### config.mk
export PLATFORM = sky130hd
export DESIGN_NAME = regfile_debug_arbiter
export DESIGN_NICKNAME = d
export VERILOG_FILES = /design/src/rtl/regfile_debug_arbiter_pkg.sv /design/src/rtl/regfile_starve_counter.sv /design/src/rtl/regfile_debug_arbiter.sv
export SDC_FILE = /design/constraint.sdc
export NUM_CORES = 1
export LEC_CHECK = 0
export ABC_AREA = 1
export CAP_MARGIN = 0
export CORE_UTILIZATION = 35
export CTS_CLUSTER_DIAMETER = 50
export DETAILED_ROUTE_END_ITERATION = 6
export PLACE_DENSITY = 0.83
export SYNTH_ARGS = -nofsm -noshare
export SYNTH_HDL_FRONTEND = slang
export SYNTH_SLANG_ARGS = --single-unit
### constraint.sdc
create_clock -name clk -period 1.7 [get_ports clk]
set_input_delay 0.51 -clock clk [delete_from_list [all_inputs] [get_ports clk]]
set_output_delay 0.51 -clock clk [all_outputs]
set_load 0.03 [all_outputs]
### src/rtl/regfile_debug_arbiter_pkg.sv
// Shared definitions for the register-file debug arbiter.
//   gpr_t               : 3-bit GPR index (AX..DI), with the 8-bit register aliases
//                         that the register file decodes when is_8_bit is set.
//   regfile_dbg_state_t : debug access FSM states.
//   cnt_width()         : width of the starvation counter for a given limit.
//   dbg_owns_rf()       : true in states where the debug path drives the file.
package regfile_debug_arbiter_pkg;

    typedef enum logic [2:0] {
        GPR_AX = 3'd0,
        GPR_CX = 3'd1,
        GPR_DX = 3'd2,
        GPR_BX = 3'd3,
        GPR_SP = 3'd4,
        GPR_BP = 3'd5,
        GPR_SI = 3'd6,
        GPR_DI = 3'd7
    } gpr_t;

    // Byte-register aliases share the 16-bit encodings (low bytes 0-3, high bytes 4-7).
    localparam gpr_t GPR_AL = GPR_AX;
    localparam gpr_t GPR_CL = GPR_CX;
    localparam gpr_t GPR_DL = GPR_DX;
    localparam gpr_t GPR_BL = GPR_BX;
    localparam gpr_t GPR_AH = GPR_SP;
    localparam gpr_t GPR_CH = GPR_BP;
    localparam gpr_t GPR_DH = GPR_SI;
    localparam gpr_t GPR_BH = GPR_DI;

    typedef enum logic [2:0] {
        IDLE       = 3'd0,
        WAIT_IDLE  = 3'd1,
        RD_ISSUE   = 3'd2,
        RD_CAPTURE = 3'd3,
        WR_ISSUE   = 3'd4,
        ACK        = 3'd5
    } regfile_dbg_state_t;

    // A limit of 0 still needs a 1-bit counter so the compare is well formed.
    function automatic int cnt_width(input int limit);
        return (limit > 0) ? $clog2(limit + 1) : 1;
    endfunction

    function automatic logic dbg_owns_rf(input regfile_dbg_state_t s);
        return !((s == IDLE) || (s == WAIT_IDLE));
    endfunction

endpackage

### src/rtl/regfile_starve_counter.sv
// Saturating wait counter for a pending debug request.
// Ports:
//   clk, reset : clock, asynchronous active-high reset
//   i_clr      : return the count to 0 (has priority over i_inc)
//   i_inc      : advance the count by one, saturating at STARVE_LIMIT
//   o_hit      : count == STARVE_LIMIT
module regfile_starve_counter
    import regfile_debug_arbiter_pkg::*;
#(
    parameter int STARVE_LIMIT = 16,
    parameter int CNT_W        = cnt_width(STARVE_LIMIT)
) (
    input  logic clk,
    input  logic reset,
    input  logic i_clr,
    input  logic i_inc,
    output logic o_hit
);

    logic [CNT_W-1:0] r_cnt;
    logic             w_hit;

    assign w_hit = (r_cnt == CNT_W'(STARVE_LIMIT));
    assign o_hit = w_hit;

    always_ff @(posedge clk or posedge reset) begin
        if (reset) begin
            r_cnt <= '0;
        end else if (i_clr) begin
            r_cnt <= '0;
        end else if (i_inc && !w_hit) begin
            r_cnt <= r_cnt + CNT_W'(1);
        end
    end

endmodule

### src/rtl/regfile_debug_arbiter.sv
// Shares register-file read port 0 and the write port between the microcode
// core and the debug unit. The core owns the file by default; a debug access
// is granted when the core reports an instruction boundary (core_idle), or the
// core is stalled after STARVE_LIMIT cycles of waiting and the access then
// proceeds at the next boundary.
// Ports:
//   clk, reset                      : clock, asynchronous active-high reset
//   core_idle                       : core at boundary, not using the file
//   core_rd_sel0/core_wr_*          : core register-file requests
//   core_is_8_bit                   : core byte-mode flag
//   core_stall                      : core must hold (debug owns the file)
//   rf_rd_sel0, rf_rd_val0          : register file read port 0 (1-cycle read)
//   rf_wr_sel/val/en, rf_is_8_bit   : register file write port and byte mode
//   dbg_req/wr/sel/wr_val           : debug request, held until dbg_ack
//   dbg_ack, dbg_rd_val             : completion pulse and read data
//   protocol_err                    : sticky, core wrote while debug owned the file
module regfile_debug_arbiter
    import regfile_debug_arbiter_pkg::*;
#(
    parameter int STARVE_LIMIT = 16
) (
    input  logic        clk,
    input  logic        reset,
    input  logic        core_idle,
    input  logic [2:0]  core_rd_sel0,
    input  logic [2:0]  core_wr_sel,
    input  logic [15:0] core_wr_val,
    input  logic        core_wr_en,
    input  logic        core_is_8_bit,
    output logic        core_stall,
    output logic [2:0]  rf_rd_sel0,
    input  logic [15:0] rf_rd_val0,
    output logic [2:0]  rf_wr_sel,
    output logic [15:0] rf_wr_val,
    output logic        rf_wr_en,
    output logic        rf_is_8_bit,
    input  logic        dbg_req,
    input  logic        dbg_wr,
    input  logic [2:0]  dbg_sel,
    input  logic [15:0] dbg_wr_val,
    output logic        dbg_ack,
    output logic [15:0] dbg_rd_val,
    output logic        protocol_err
);

    localparam int CNT_W = cnt_width(STARVE_LIMIT);

    regfile_dbg_state_t r_state;
    regfile_dbg_state_t w_next;
    logic               w_cnt_clr;
    logic               w_cnt_inc;
    logic               w_hit;
    logic               w_owns;
    logic               r_core_stall;
    logic               r_dbg_ack;
    logic [15:0]        r_dbg_rd_val;
    logic               r_protocol_err;

    regfile_starve_counter #(
        .STARVE_LIMIT (STARVE_LIMIT),
        .CNT_W        (CNT_W)
    ) u_starve (
        .clk   (clk),
        .reset (reset),
        .i_clr (w_cnt_clr),
        .i_inc (w_cnt_inc),
        .o_hit (w_hit)
    );

    assign w_owns = dbg_owns_rf(r_state);

    always_comb begin
        w_next    = r_state;
        w_cnt_clr = 1'b0;
        w_cnt_inc = 1'b0;
        case (r_state)
            IDLE: begin
                if (!dbg_req) begin
                    w_cnt_clr = 1'b1;
                end else if (core_idle) begin
                    w_cnt_clr = 1'b1;
                    w_next    = dbg_wr ? WR_ISSUE : RD_ISSUE;
                end else if (w_hit) begin
                    w_next = WAIT_IDLE;
                end else begin
                    w_cnt_inc = 1'b1;
                end
            end
            WAIT_IDLE: begin
                if (core_idle) begin
                    w_cnt_clr = 1'b1;
                    w_next    = dbg_wr ? WR_ISSUE : RD_ISSUE;
                end
            end
            RD_ISSUE:   w_next = RD_CAPTURE;
            RD_CAPTURE: w_next = ACK;
            WR_ISSUE:   w_next = ACK;
            ACK:        w_next = IDLE;
            default:    w_next = IDLE;
        endcase
    end

    // Register-file port mux: core passes straight through unless debug owns the file.
    always_comb begin
        rf_rd_sel0  = core_rd_sel0;
        rf_wr_sel   = core_wr_sel;
        rf_wr_val   = core_wr_val;
        rf_wr_en    = core_wr_en;
        rf_is_8_bit = core_is_8_bit;
        if (w_owns) begin
            rf_rd_sel0  = dbg_sel;
            rf_wr_sel   = dbg_sel;
            rf_wr_val   = dbg_wr_val;
            rf_wr_en    = (r_state == WR_ISSUE);
            rf_is_8_bit = 1'b0;
        end
    end

    // Stall and ack are flopped from the next state, so they track r_state
    // exactly but come straight from flops.
    always_ff @(posedge clk or posedge reset) begin
        if (reset) begin
            r_state        <= IDLE;
            r_core_stall   <= 1'b0;
            r_dbg_ack      <= 1'b0;
            r_dbg_rd_val   <= '0;
            r_protocol_err <= 1'b0;
        end else begin
            r_state      <= w_next;
            r_core_stall <= (w_next != IDLE);
            r_dbg_ack    <= (w_next == ACK);
            if (r_state == RD_CAPTURE) begin
                r_dbg_rd_val <= rf_rd_val0;
            end
            if (w_owns && core_wr_en) begin
                r_protocol_err <= 1'b1;
            end
        end
    end

    assign core_stall   = r_core_stall;
    assign dbg_ack      = r_dbg_ack;
    assign dbg_rd_val   = r_dbg_rd_val;
    assign protocol_err = r_protocol_err;

endmodule
== Word level (Yosys, flattened, before mapping) ==
Cells that the tools add are included.

* Register bits: 27
* Latch bits: 0
* Memory bits (writable): 0
* Memory bits (read-only): 0
* Output and inout bits: 43
* Memories kept: 0

* Add/sub/neg operators: 1
* $mul: 0
* Div/mod/pow operators: 0
* $lt $le $gt $ge: 0
* Eq/ne operators: 6
* Shifts and indexed selects: 0
* Multiplexer cells: 20
* Bitwise logic cells: 0
* Reductions and logical operators: 9

{| class="wikitable"
|+ Operator list
! cell !! number
|-
| 3-bit two-way mux || 7
|-
| 16-bit two-way mux || 1
|-
| 3-bit case mux with 4 select lines || 1
|-
| 5-bit two-way mux || 2
|-
| 1-bit two-way mux || 8
|-
| 3-bit by 2-bit equality test with 1-bit output, second input constant || 2
|-
| 3-bit equality test, second input constant || 2
|-
| 5-bit by 1-bit adder with 5-bit output, second input constant || 1
|-
| 5-bit equality test, second input constant || 1
|-
| 3-bit by 1-bit equality test with 1-bit output, second input constant || 1
|-
| 3-bit logical NOT || 1
|-
| 3-bit nonzero test || 1
|-
| 1-bit logical AND || 2
|-
| 1-bit logical NOT || 2
|-
| 1-bit case mux with 2 select lines || 1
|-
| 2-bit nonzero test || 1
|-
| 2-bit OR reduction || 1
|-
| 1-bit logical OR || 1
|}

== Logic depth before layout (Yosys ltp) ==
* Depth in word-level cells: 8
* Gate-level depth with buffers: 10
* Mapped depth without buffers: 10

== Cells and area by module ==
Synthesis repeated with hierarchy kept, for this count alone.

* Cells, all modules: 218
* Area, all modules: 1591.5 um2

{| class="wikitable"
|+ By module, submodules not included
! module !! times used !! cells an instance !! area an instance (um2) !! seq. area each (um2)
|-
| regfile_debug_arbiter || 1 || 177 || 1251.2 || 550.5
|-
| regfile_starve_counter || 1 || 41 || 340.3 || 125.1
|}

== Least setup slack after synthesis ==
OpenSTA, ideal clock, no wires.

* Path kind: reg2out
* From: register r_state[1]
* To: output port rf_wr_en
* Data arrival time: 1389 ps
* Path slack: -199 ps
* Stages on the path, launching flop included: 5
* Cell sequence: dfrtp_1 -> nor2_2 -> buf_6 -> inv_2 -> o21ai_0

* Longest elaborated chain between the ends: 3
* Elaborated cells between the ends (all ways): 5

{| class="wikitable"
|+ RTL lines
! element !! RTL line !! RTL
|-
| start, declared || regfile_debug_arbiter.sv:48 || <nowiki>regfile_dbg_state_t r_state;</nowiki>
|-
| start signal, assigned || regfile_debug_arbiter.sv:129 || <nowiki>r_state <= w_next;</nowiki>
|-
| 3-bit by 1-bit equality test with 1-bit output / 3-bit logical NOT (equally long branches) || regfile_debug_arbiter_pkg.sv:45 || <nowiki>return !((s == IDLE) || (s == WAIT_IDLE));</nowiki>
|-
| 1-bit logical OR || regfile_debug_arbiter_pkg.sv:45 ||
|-
| 1-bit two-way mux (*) || regfile_debug_arbiter.sv:110 || <nowiki>if (w_owns) begin</nowiki>
|-
| end, declared || regfile_debug_arbiter.sv:35 || <nowiki>output logic rf_wr_en,</nowiki>
|}

Every way passes the cells marked *; elsewhere a longest branch is shown, timed or not.

== Final worst setup path ==
* From: register r_state[2]
* To: output port rf_wr_val[14]

* Longest elaborated chain between the ends: 3
* Elaborated cells between the ends (all ways): 4

{| class="wikitable"
|+ RTL lines
! element !! RTL line !! RTL
|-
| 3-bit by 1-bit equality test with 1-bit output / 3-bit logical NOT (equally long branches) || regfile_debug_arbiter_pkg.sv:45 ||
|-
| 1-bit logical OR (*) || regfile_debug_arbiter_pkg.sv:45 ||
|-
| 16-bit two-way mux (*) || regfile_debug_arbiter.sv:110 ||
|-
| end, declared || regfile_debug_arbiter.sv:34 || <nowiki>output logic [15:0] rf_wr_val,</nowiki>
|}

Marks and branches as above.

==> flow_summary_export.csv <==
group,metric,value,unit
run_status,status,"complete, but fails checks",
run_status,violations,"negative setup slack",
setup_path,endpoint_kind,"primary output",
floorplan,die_width,68.77,um
global_routing,track_usage,0.1756,
synth,synthArstFlopShare,1.000,
floorplan,core-area,4144,um2
timing,hold_violations,0,
synth,synthDistinctLibCells,21,
floorplan,num_io_pins,107,
global_routing,grt_max_degree,28,
clock_tree,cts_tree,"built",
drt,wl_per_cell,12.13,um
floorplan,die_h,68.77,um
final_layout,nets,372,
timing,max_slew_margin,0.7353,
timing,hold-worst-slack,0.4886,ns
pwr,p_leak,1.452,nW
drt,postRouteAntennaNets,0,
min_path,hp-class,"reg -> reg",
placed_design,hpwl,3.429,mm
floorplan,start_util,0.3765,
synth,synth_xor_area_frac,0.01684,
timing,finalCritPeriodShare,1.081,
drt,viasPerCell,4.639,
pwr,total_power,5.034,mW
drt,drcViolationCount,0,
synth,synthTopCellsByCount,"nand2_1, dfrtp_1, inv_1, nand3_1, mux2_4",
synth,synth_top_cell_by_area,"dfrtp_1",
synth,synth_top_family_by_area,"simple AND/OR/NAND/NOR gates",
synth,synth_edf_count,0,
synth,yosys.area.top_type_share,0.4330,
min_path,hold_path_depth,1,
synth,synth_compound_area_frac,0.02887,
setup_path,critPathMaxFanout,10,
placed_design,dp.cells,350,
clock_tree,clock_sinks,27,
global_routing,overflow,0,
setup_path,reg2regPathDepth,7,
placed_design,postPlaceCellArea,2683,um2
synth,netlist_area,1560,um2
synth,yosys.area_share.adder,0.01604,
global_routing,grt_pass1_wl,6.272,mm
setup_path,cp.arrival,1.33,ns
clock_tree,clockRootBuffer,"clkbuf_8",
synth,synthTopCellsByArea,"dfrtp_1, nand2_1, mux2_4, nand3_1, mux2_2",
final_layout,antenna_cells,0,
clock_tree,clk_path_buf_depth,2,
clock_tree,postCtsHoldBufs,0,
timing,period_needed,1.838,ns
drt,totalWireLength,4.305,mm
setup_path,path_class,"reg -> out",
flow_run,drv_cap,0,
synth,synth-main-ff-cell,"dfrtp_1",
pwr,p_per_area,1766,nW/um2
final_layout,layout-drive-gt1-share,0.2492,
synth,synth_fp_nets,254,
floorplan,rows,23,
synth,synthMuxAreaShare,0.1395,
placed_design,port_buffers,106,
synth,synth_warnings,0,
synth,ys_seq_area_frac,0.4330,
timing,layout_setup_ws,-0.1376,ns
timing,clock.fmax,544.2,MHz
synth,synth_cells,188,
timing,rsz0062_at_grt,"yes",
synth,synth.most_common_cell,"nand2_1",
clock_tree,h-tree-depth,1,
synth,syn_avg_cell_area,8.299,um2
timing,setup_tns,-2.837,ns
clock_tree,clkTransAtPathRegs,0.09,ns
timing,clock-skew-final,0.006770,ns
pwr,ir_drop,0.001146,V
drt,dr.pass1.iters,4,
clock_tree,cts_made_buffers,3,
floorplan,design.die.area,4729,um2
timing,drv_slew,0,
final_layout,final_cell_count_no_fill,355,
timing,tightest_slew,0.3959,ns
drt,drt_iter0_drc,39,
setup_path,ff2ff_setup_slack,0.20,ns
placed_design,place_congestion,0.8542,
setup_path,worstSetupStartpointType,"flop",
setup_path,worstPathRequired,1.19,ns
final_layout,design_area,2850,um2
global_routing,grt_pass1_vias,1561,
synth,synthSimpleGateAreaFrac,0.2927,
final_layout,area_growth,82.68,%
synth,synth-seq-cells,27,
clock_tree,insertion_delay,0.27,ns
drt,vias,1647,
timing,setup_viol,24,
global_routing,antenna_found_initial,0,
[sequential cells by signal (all words and copies together) (netlist names)]
register        count
r_state             3
u_starve.r_cnt      5
dbg_rd_val         16
protocol_err        1
core_stall          1
dbg_ack             1
[power breakdown]
group	internal, mW	switching, mW	leakage (nW)
logic	1.54	2.07	1.10
registers	0.912	0.158	0.326
clock network	0.168	0.181	0.0228
total	2.62	2.41	1.45
[what timing repair did]
item,in CTS,in global routing
endpoints found under the hold margin,0,0
setup buffers,1,0
gates resized for setup,45,14
pin swaps,1,1
setup endpoints to repair,43,24
[layer usage]
layer | GRT usage | up-vias | share of wire
met1 | 0.1775 | 742 | 0.35
met2 | 0.3468 | 83 | 0.51
li1 | - | 820 | -
met5 | 0 | - | 0
met3 | 0.05099 | 2 | 0.14
met4 | 0.04337 | 0 | 0.0051
[layout by cell type (no fill, tap or decap)]
cell type / count
buf_12: 1
buf_4: 13
buf_6: 24
clkbuf_1: 1
clkbuf_8: 3
clkdlybuf4s50_1: 63
dfrtp_1: 27
dlygate4sd2_1: 19
ha_1: 2
inv_1: 15
inv_2: 1
mux2_2: 6
mux2_4: 10
nand2_1: 71
nand2_2: 11
nand2_4: 1
nand3_1: 15
nand3_4: 1
nor2_1: 7
nor2_4: 3
nor3_1: 1
o211ai_2: 1
o21ai_0: 3
o21ai_1: 1
o21ai_2: 1
o21bai_1: 1
xnor2_1: 2
xor2_1: 1
[stage by stage]
stage | setup slack, ns | utilization
5_1_grt | -0.2199 | 0.6878
4_1_cts | -0.1421 | 0.6778
6_report | -0.1376 | 0.6878
2_1_floorplan | 0.03170 | -
3_5_place_dp | -0.1288 | 0.6473
3_3_place_gp | -0.1064 | 0.6473
[worst max-delay path, cell delays in order (launching register included)]
cell	delay, ns
dfrtp_1	0.42
nor2_4	0.15
inv_2	0.07
buf_6	0.14
nand2_1	0.06
nand2_1	0.07
buf_6	0.14
[cell families after synthesis]
logic type               count (synthesis)
AND/OR/NAND/NOR                        110
flip-flops                              27
multiplexers                            16
buffers and inverters                   23
AO/OA/AOI/OAI                            7
adder cells (fa/ha/maj)                  2
XOR/XNOR                                 3
[layout make-up]
cell class | instances | area [um2]
Tap cell | 50 | 62.56
Multi-Input combinational cell | 138 | 822.0
Inverter | 16 | 60.06
Fill cell | 341 | 1294
Timing Repair Buffer | 120 | 1185
Clock buffer | 4 | 45.04
Sequential cell | 27 | 675.6
[path summary, 6_finish.rpt]
| check | start | end |
|---|---|---|
| min | protocol_err$_DFFE_PP0P_ | protocol_err$_DFFE_PP0P_ |
| max | r_state[2]$_DFF_PP0_ | rf_wr_val[14] |
| max reg2reg | r_state[2]$_DFF_PP0_ | u_starve.r_cnt[3]$_DFFE_PP0P_ |
| min in group asynchronous | reset | u_starve.r_cnt[0]$_DFFE_PP0P_ |
| min reg2reg | protocol_err$_DFFE_PP0P_ | protocol_err$_DFFE_PP0P_ |
| max in group asynchronous | reset | dbg_rd_val[4]$_DFFE_PP0N_ |
Power figures use the tool's default switching activity.
